File: config.mk
export PLATFORM = sky130hd
export DESIGN_NAME = cascade_counter
export DESIGN_NICKNAME = d
export VERILOG_FILES = /design/src/rtl/cascade_counter_pkg.sv /design/src/rtl/mod_counter_digit.sv /design/src/rtl/cascade_counter.sv
export SDC_FILE = /design/constraint.sdc
export NUM_CORES = 1
export LEC_CHECK = 0
export ABC_CLOCK_PERIOD_IN_PS = 1900
export BUFFER_PORTS_ARGS = -buffer_cell sky130_fd_sc_hd__buf_4
export CAP_MARGIN = 15
export CORE_MARGIN = 2
export CORE_UTILIZATION = 49
export CTS_CLUSTER_DIAMETER = 100
export DETAILED_ROUTE_END_ITERATION = 16
export PLACE_DENSITY_LB_ADDON = 0.1
export SLEW_MARGIN = 20
export SYNTH_ARGS = -nofsm -noshare
export SYNTH_HDL_FRONTEND = slang
export SYNTH_SLANG_ARGS = --single-unit
File: constraint.sdc
create_clock -name clk -period 1.9 [get_ports clk]
set_input_delay 0.095 -clock clk [delete_from_list [all_inputs] [get_ports clk]]
set_output_delay 0.095 -clock clk [all_outputs]
set_load 0.05 [all_outputs]
File: src/rtl/cascade_counter_pkg.sv
// cascade_counter_pkg -- shared definitions for the cascaded modulo counter.
//   calc_dw   : digit width for a given modulus, never less than one bit
//   dir_e     : count direction encoding (DIR_UP = 0, DIR_DOWN = 1)
//   *_MIN/MAX : legal ranges of NUM_DIGITS and MODULUS
package cascade_counter_pkg;

  localparam int unsigned NUM_DIGITS_MIN = 1;
  localparam int unsigned NUM_DIGITS_MAX = 16;
  localparam int unsigned MODULUS_MIN    = 2;
  localparam int unsigned MODULUS_MAX    = 256;

  typedef enum logic {
    DIR_UP   = 1'b0,
    DIR_DOWN = 1'b1
  } dir_e;

  function automatic int unsigned calc_dw(input int unsigned modulus);
    return (modulus > 1) ? $clog2(modulus) : 1;
  endfunction

endpackage

File: src/rtl/mod_counter_digit.sv
// mod_counter_digit -- one modulo-MODULUS digit of the cascade.
// Ports:
//   clk, rst        : clock, synchronous active-low reset
//   step            : advance this digit by one in direction dir
//   dir             : DIR_UP / DIR_DOWN
//   load, ld_val    : parallel load, clamped to MODULUS-1
//   clear           : synchronous clear to zero (beats load and step)
//   q               : registered digit value
//   at_max, at_zero : q == MODULUS-1 / q == 0, used for the carry chain
module mod_counter_digit
  import cascade_counter_pkg::*;
#(
  parameter int unsigned MODULUS = 10,
  parameter int unsigned DW      = calc_dw(MODULUS)
) (
  input  logic          clk,
  input  logic          rst,
  input  logic          step,
  input  logic          dir,
  input  logic          load,
  input  logic [DW-1:0] ld_val,
  input  logic          clear,
  output logic [DW-1:0] q,
  output logic          at_max,
  output logic          at_zero
);

  localparam logic [DW-1:0] MAXV = DW'(MODULUS - 1);

  logic [DW-1:0] q_next;

  assign at_max  = (q == MAXV);
  assign at_zero = (q == '0);

  always_comb begin
    q_next = q;
    if (clear) begin
      q_next = '0;
    end else if (load) begin
      q_next = (ld_val > MAXV) ? MAXV : ld_val;
    end else if (step) begin
      if (dir == DIR_DOWN) begin
        q_next = at_zero ? MAXV : (q - DW'(1));
      end else begin
        q_next = at_max ? '0 : (q + DW'(1));
      end
    end
  end

  always_ff @(posedge clk) begin
    if (!rst) begin
      q <= '0;
    end else begin
      q <= q_next;
    end
  end

endmodule

File: src/rtl/cascade_counter.sv
// cascade_counter -- NUM_DIGITS cascaded modulo-MODULUS digits.
// Ports:
//   clk      : clock, rising edge
//   rst      : synchronous active-low reset
//   en       : count enable for digit 0
//   clear    : synchronous clear of q and wrapped
//   load     : parallel load of load_val (per-digit clamp to MODULUS-1)
//   load_val : load value, digit i at [i*DW +: DW]
//   dir      : 1 = down, 0 = up; only with CASCADE_COUNTER_UPDOWN_EN
//   q        : registered count, digit 0 least significant
//   tc       : terminal count (all max going up, all zero going down)
//   rco      : en & tc & ~clear & ~load, for chaining instances
//   wrapped  : sticky flag, set on full-range wrap, cleared by clear/rst
// Build option: define CASCADE_COUNTER_UPDOWN_EN for up/down counting;
// otherwise the counter is up-only and has no dir port.
module cascade_counter
  import cascade_counter_pkg::*;
#(
  parameter  int unsigned NUM_DIGITS = 4,
  parameter  int unsigned MODULUS    = 10,
  localparam int unsigned DW         = calc_dw(MODULUS)
) (
  input  logic                   clk,
  input  logic                   rst,
  input  logic                   en,
  input  logic                   clear,
  input  logic                   load,
  input  logic [NUM_DIGITS*DW-1:0] load_val,
`ifdef CASCADE_COUNTER_UPDOWN_EN
  input  logic                   dir,
`endif
  output logic [NUM_DIGITS*DW-1:0] q,
  output logic                   tc,
  output logic                   rco,
  output logic                   wrapped
);

  logic                  dir_i;
  logic [NUM_DIGITS-1:0] step;
  logic [NUM_DIGITS-1:0] at_max;
  // chain[i]: digit i is at the value from which it would carry/borrow
  logic [NUM_DIGITS-1:0] chain;

`ifdef CASCADE_COUNTER_UPDOWN_EN
  logic [NUM_DIGITS-1:0] at_zero;
  assign dir_i = dir;
  assign chain = (dir_i == DIR_DOWN) ? at_zero : at_max;
`else
  assign dir_i = DIR_UP;
  assign chain = at_max;
`endif

  assign tc  = &chain;
  assign rco = en & tc & ~clear & ~load;

  for (genvar i = 0; i < NUM_DIGITS; i++) begin : g_digit
    if (i == 0) begin : g_first
      assign step[i] = en;
    end else begin : g_next
      assign step[i] = step[i-1] & chain[i-1];
    end

    mod_counter_digit #(
      .MODULUS (MODULUS),
      .DW      (DW)
    ) u_digit (
      .clk     (clk),
      .rst     (rst),
      .step    (step[i]),
      .dir     (dir_i),
      .load    (load),
      .ld_val  (load_val[i*DW +: DW]),
      .clear   (clear),
      .q       (q[i*DW +: DW]),
      .at_max  (at_max[i]),
`ifdef CASCADE_COUNTER_UPDOWN_EN
      .at_zero (at_zero[i])
`else
      .at_zero ()
`endif
    );
  end

  always_ff @(posedge clk) begin
    if (!rst) begin
      wrapped <= 1'b0;
    end else if (clear) begin
      wrapped <= 1'b0;
    end else if (rco) begin
      wrapped <= 1'b1;
    end
  end

endmodule

# [Yosys cells after proc, flatten, opt, wreduce, memory -nomap -nowiden]
# Index checks and enable logic that the tools add are counted.
[word_totals] register_bits=17 inputBits=21 output_inout_bits=19
[classes] add_sub_neg=4 n_lt_le_gt_ge=4 eq_ne=4 mux=16 bitwise=9 reduce_logical=6
[ops] cell="$mux W4" count=16
[ops] cell="$add A4 B1 Y4 const B" count=4
[ops] cell="$eq A4 B4 Y1 const B" count=4
[ops] cell="$gt A4 B4 Y1 const B" count=4
[ops] cell="$reduce_bool A2 Y1" count=4
[ops] cell="$and A1 B1 Y1" count=6
[ops] cell="$reduce_and A4 Y1" count=1
[ops] cell="$not A1 Y1" count=3
[ops] cell="$reduce_or A2 Y1" count=1

# [Longest topological paths before layout]
[depth] ltp_word=6 mapped_depth=7

# [Modules after synthesis]
# Synthesis repeated with hierarchy kept, for this count alone.
[unflattened] cells_unflattened=181 area_unflattened_um2=1515.2
[by_module_without_submodules] module="mod_counter_digit" n_inst=4 cells_each=42 area_per_inst_um2=349.1 seq_area_each_um2=80.1
[by_module_without_submodules] module="cascade_counter" n_inst=1 cells_each=13 area_per_inst_um2=118.9 seq_area_each_um2=20.0

# [Worst setup path before layout]
# Ideal clock, no wire load.
[synth_path] kind="register to output" from="register g_digit[0].u_digit.q[3]" to="output port rco" arrival_time_ps=3180 slack_ps=-1375 path_stages_with_launch=5 n_path_buf=0 path_cell_list="dfxtp_1 > nor3b_2 > nand4b_1 > or4_4 > nor4_1"
[synth_via] elab_chain_len=5
[synth_lines] item="start: declaration" line_no="mod_counter_digit.sv:23" text="output logic [DW-1:0] q,"
[synth_lines] item="start signal: assignment" line_no="mod_counter_digit.sv:54" text="q <= q_next;"
[synth_lines] item="$eq A4 B4 Y1" line_no="mod_counter_digit.sv:32" text="assign at_max = (q == MAXV);"
[synth_lines] item="$reduce_and A4 Y1" line_no="cascade_counter.sv:53" text="assign tc = &chain;"
[synth_lines] item="$and A1 B1 Y1 (3 in series)" line_no="cascade_counter.sv:54" text="assign rco = en & tc & ~clear & ~load;"
[synth_lines] item="end: declaration" line_no="cascade_counter.sv:34" text="output logic rco,"
# No other way between the ends.

# [Final worst setup path]
[layout_path] from="register g_digit[1].u_digit.q[1]" to="output port rco"
[layout_via] elab_chain_len=5
[layout_lines] item="start: declaration" line_no="mod_counter_digit.sv:23"
[layout_lines] item="start signal: assignment" line_no="mod_counter_digit.sv:54"
[layout_lines] item="$eq A4 B4 Y1" line_no="mod_counter_digit.sv:32"
[layout_lines] item="$reduce_and A4 Y1" line_no="cascade_counter.sv:53"
[layout_lines] item="$and A1 B1 Y1 (3 in series)" line_no="cascade_counter.sv:54"
# No other way between the ends.

==> reports/qor.yml <==
antenna_left: 0
die-area_um2: 2680
rows: 17
final_common_cell: "buf_4"
vias: 1179
grt_max_degree: 37
crit_chain: "nor3b_4, nand4b_1, or4_4, nor4_4, buf_6"
wl_met2_um: 1400
h-tree-depth: 1
synth_edf_count: 0
yosysSeqAreaShare_pct: 30.4
drc: 0
drtIter0Drc: 12
period_needed_ps: 1990
die_w_um: 51.8
slew_headroom_pct: 68.2
arrival_ps: 1900
critPathKind: "flop to output pin"
stdcell_count: 211
synth.distinct_cells: 42
status: "complete, but fails checks"
final_nets: 205
grt_pass1_vias: 1103
fin_ws_ps: -90.1
wl_per_cell_um: 13.5
cts_hold_buf: 0
top_layer: "met4"
clk_latency_ps: 300
required_ps: 1800
finalSetupViolations: 2
max_stage_delay_ps: 460
dr.pass1.iters: 4
violations: "negative setup slack"
via_per_inst: 5.59
ys_seq_elements: 17
cts_tree: "built"
clock-sinks: 17
drive_gt1_share_pct: 41.0
path_max_fanout: 2
start_util_pct: 51.1
critPathBufInv: 1
synthFlopType: "dfxtp_1"
gp_congestion: 0.808
fin_skew_ps: 0.692
cp-end-kind: "output pin"
dp_hpwl_um: 2070
grt_pass1_wl_um: 4750
power_mw: 0.792
final_cell_mix: "46 x buf_4, 14 x o21ai_0, 11 x nor2_1"
clockBufferDepth: 2
syn_to_final_growth_pct: 40.9
syn_area_um2: 1120
async_flop_share_pct: 0
tightestPinTransition_ps: 477
slew_violations: 0
cp-start-kind: "flop"
syn_avg_cell_area_um2: 8.11
clockRootBuffer: "clkbuf_4"
ys_warn_count: 0
dr_wl_met3_um: 123
antenna_found_initial: 0
syn-num-nets: 159
fillers: 178
p_leak_nw: 0.662
grt_usage_pct: 23.6
diodes: 0
grt_remaining_overflow: 0
cts_buffers: 3
port_buffers: 39
m1WireLength_um: 1290
dp.cells: 201
min_path_type: "input pin to flop"
fmax_mhz: 502
path_clk_slew_ps: 100
max-cap-violations: 0
die_h_um: 51.8
routed_wl_um: 2860
cp_top_family: "simple AND/OR/NAND/NOR gates"
cellPowerDensity_nw_per_um2: 502
post-route-period-util_pct: 105
rsz0062_at_grt: "true"
vdd_drop_max_mv: 0.590
core_um2: 2190
netlist_instances: 138
io_pins: 40
hold_viol: 0
cp_slowest_cell: "or4_4"
-- synthesized netlist by cell type, drive strengths merged (4+ instances only) --
master	instances	share of area (%)
nand3	4	1.8
dfxtp	17	30
nand2b	5	2.8
o21ai	14	6.3
nor3	5	2.7
nand2	7	2.3
xnor2	4	3.1
clkbuf	4	1.3
xor2	5	3.9
nor2	12	4.0
inv	7	2.3
nor2b	6	3.4
-- cell type report --
type	instances	area, µm²	share of cell area, %
Inverter	7	26.3	1.67
Clock buffer	4	26.3	1.67
Tap cell	28	35.0	2.22
Multi-Input combinational cell	107	753	47.8
Timing Repair Buffer	48	368	23.3
Sequential cell	17	368	23.3
-- where the power goes --
| part | internal [mW] | total, mW | leakage, nW | switching, mW |
|---|---|---|---|---|
| combinational | 0.0893 | 0.200 | 0.501 | 0.111 |
| sequential | 0.367 | 0.386 | 0.146 | 0.0190 |
| clock | 0.0819 | 0.205 | 0.0150 | 0.123 |
| total | 0.538 | 0.792 | 0.662 | 0.253 |
-- through the flow --
stage	utilization, %	hold WS [ps]	setup TNS, ps	setup slack (ps)	instance area (µm²)
global placement	67.5	331	0	140	1480
CTS	71.2	28.5	-348	-185	1560
finish	72.0	33.1	-149	-90.1	1580
floorplan	-	234	-146	-146	1160
detailed placement	67.5	348	0	79.3	1480
global route	72.0	48.9	-367	-143	1580
-- sequential cells by signal, indices dropped and copies added, names as in the netlist --
| signal | flops |
|---|---|
| g_digit.u_digit.q | 16 |
| wrapped | 1 |
-- worst reg2reg max path: stages (launching register included) --
cell	delay [ps]
dfxtp_2	350
buf_4	160
nor4bb_1	370
and2_1	290
o21ai_0	120
a221oi_1	330
nor3_1	80
-- repair_timing --
item,CTS,global route
gates resized for setup,4,3
setup buffers,5,1
endpoints found under the setup margin,2,3
pin swaps,3,2
-- layer usage --
metal | vias to the layer above | global-route usage [%]
li1 | 593 | -
met1 | 546 | 30.1
met2 | 36 | 39.7
met3 | 4 | 3.74
met4 | 0 | 8.77
met5 | - | 0
-- worst paths after layout --
kind	from	end	slack (ps)	cells after the start
max	g_digit[1].u_digit.q[1]	rco	-90	5
max reg2reg	g_digit[0].u_digit.q[1]	g_digit[1].u_digit.q[3]	90	6
min reg2reg	wrapped	wrapped	490	1
min	load_val[5]	g_digit[1].u_digit.q[1]	30	3
-- logic make-up after synthesis --
kind of cell / count (synthesis) / synth area share [%]
and+or+nand+nor: 63 / 35.6
AOI/OAI and AO/OA: 33 / 19.8
DFF: 17 / 30.4
buffers and inverters: 14 / 5.26
xor gates and xnor gates: 9 / 7.05
muxes: 2 / 1.90
(Power assumes the default switching activity.)
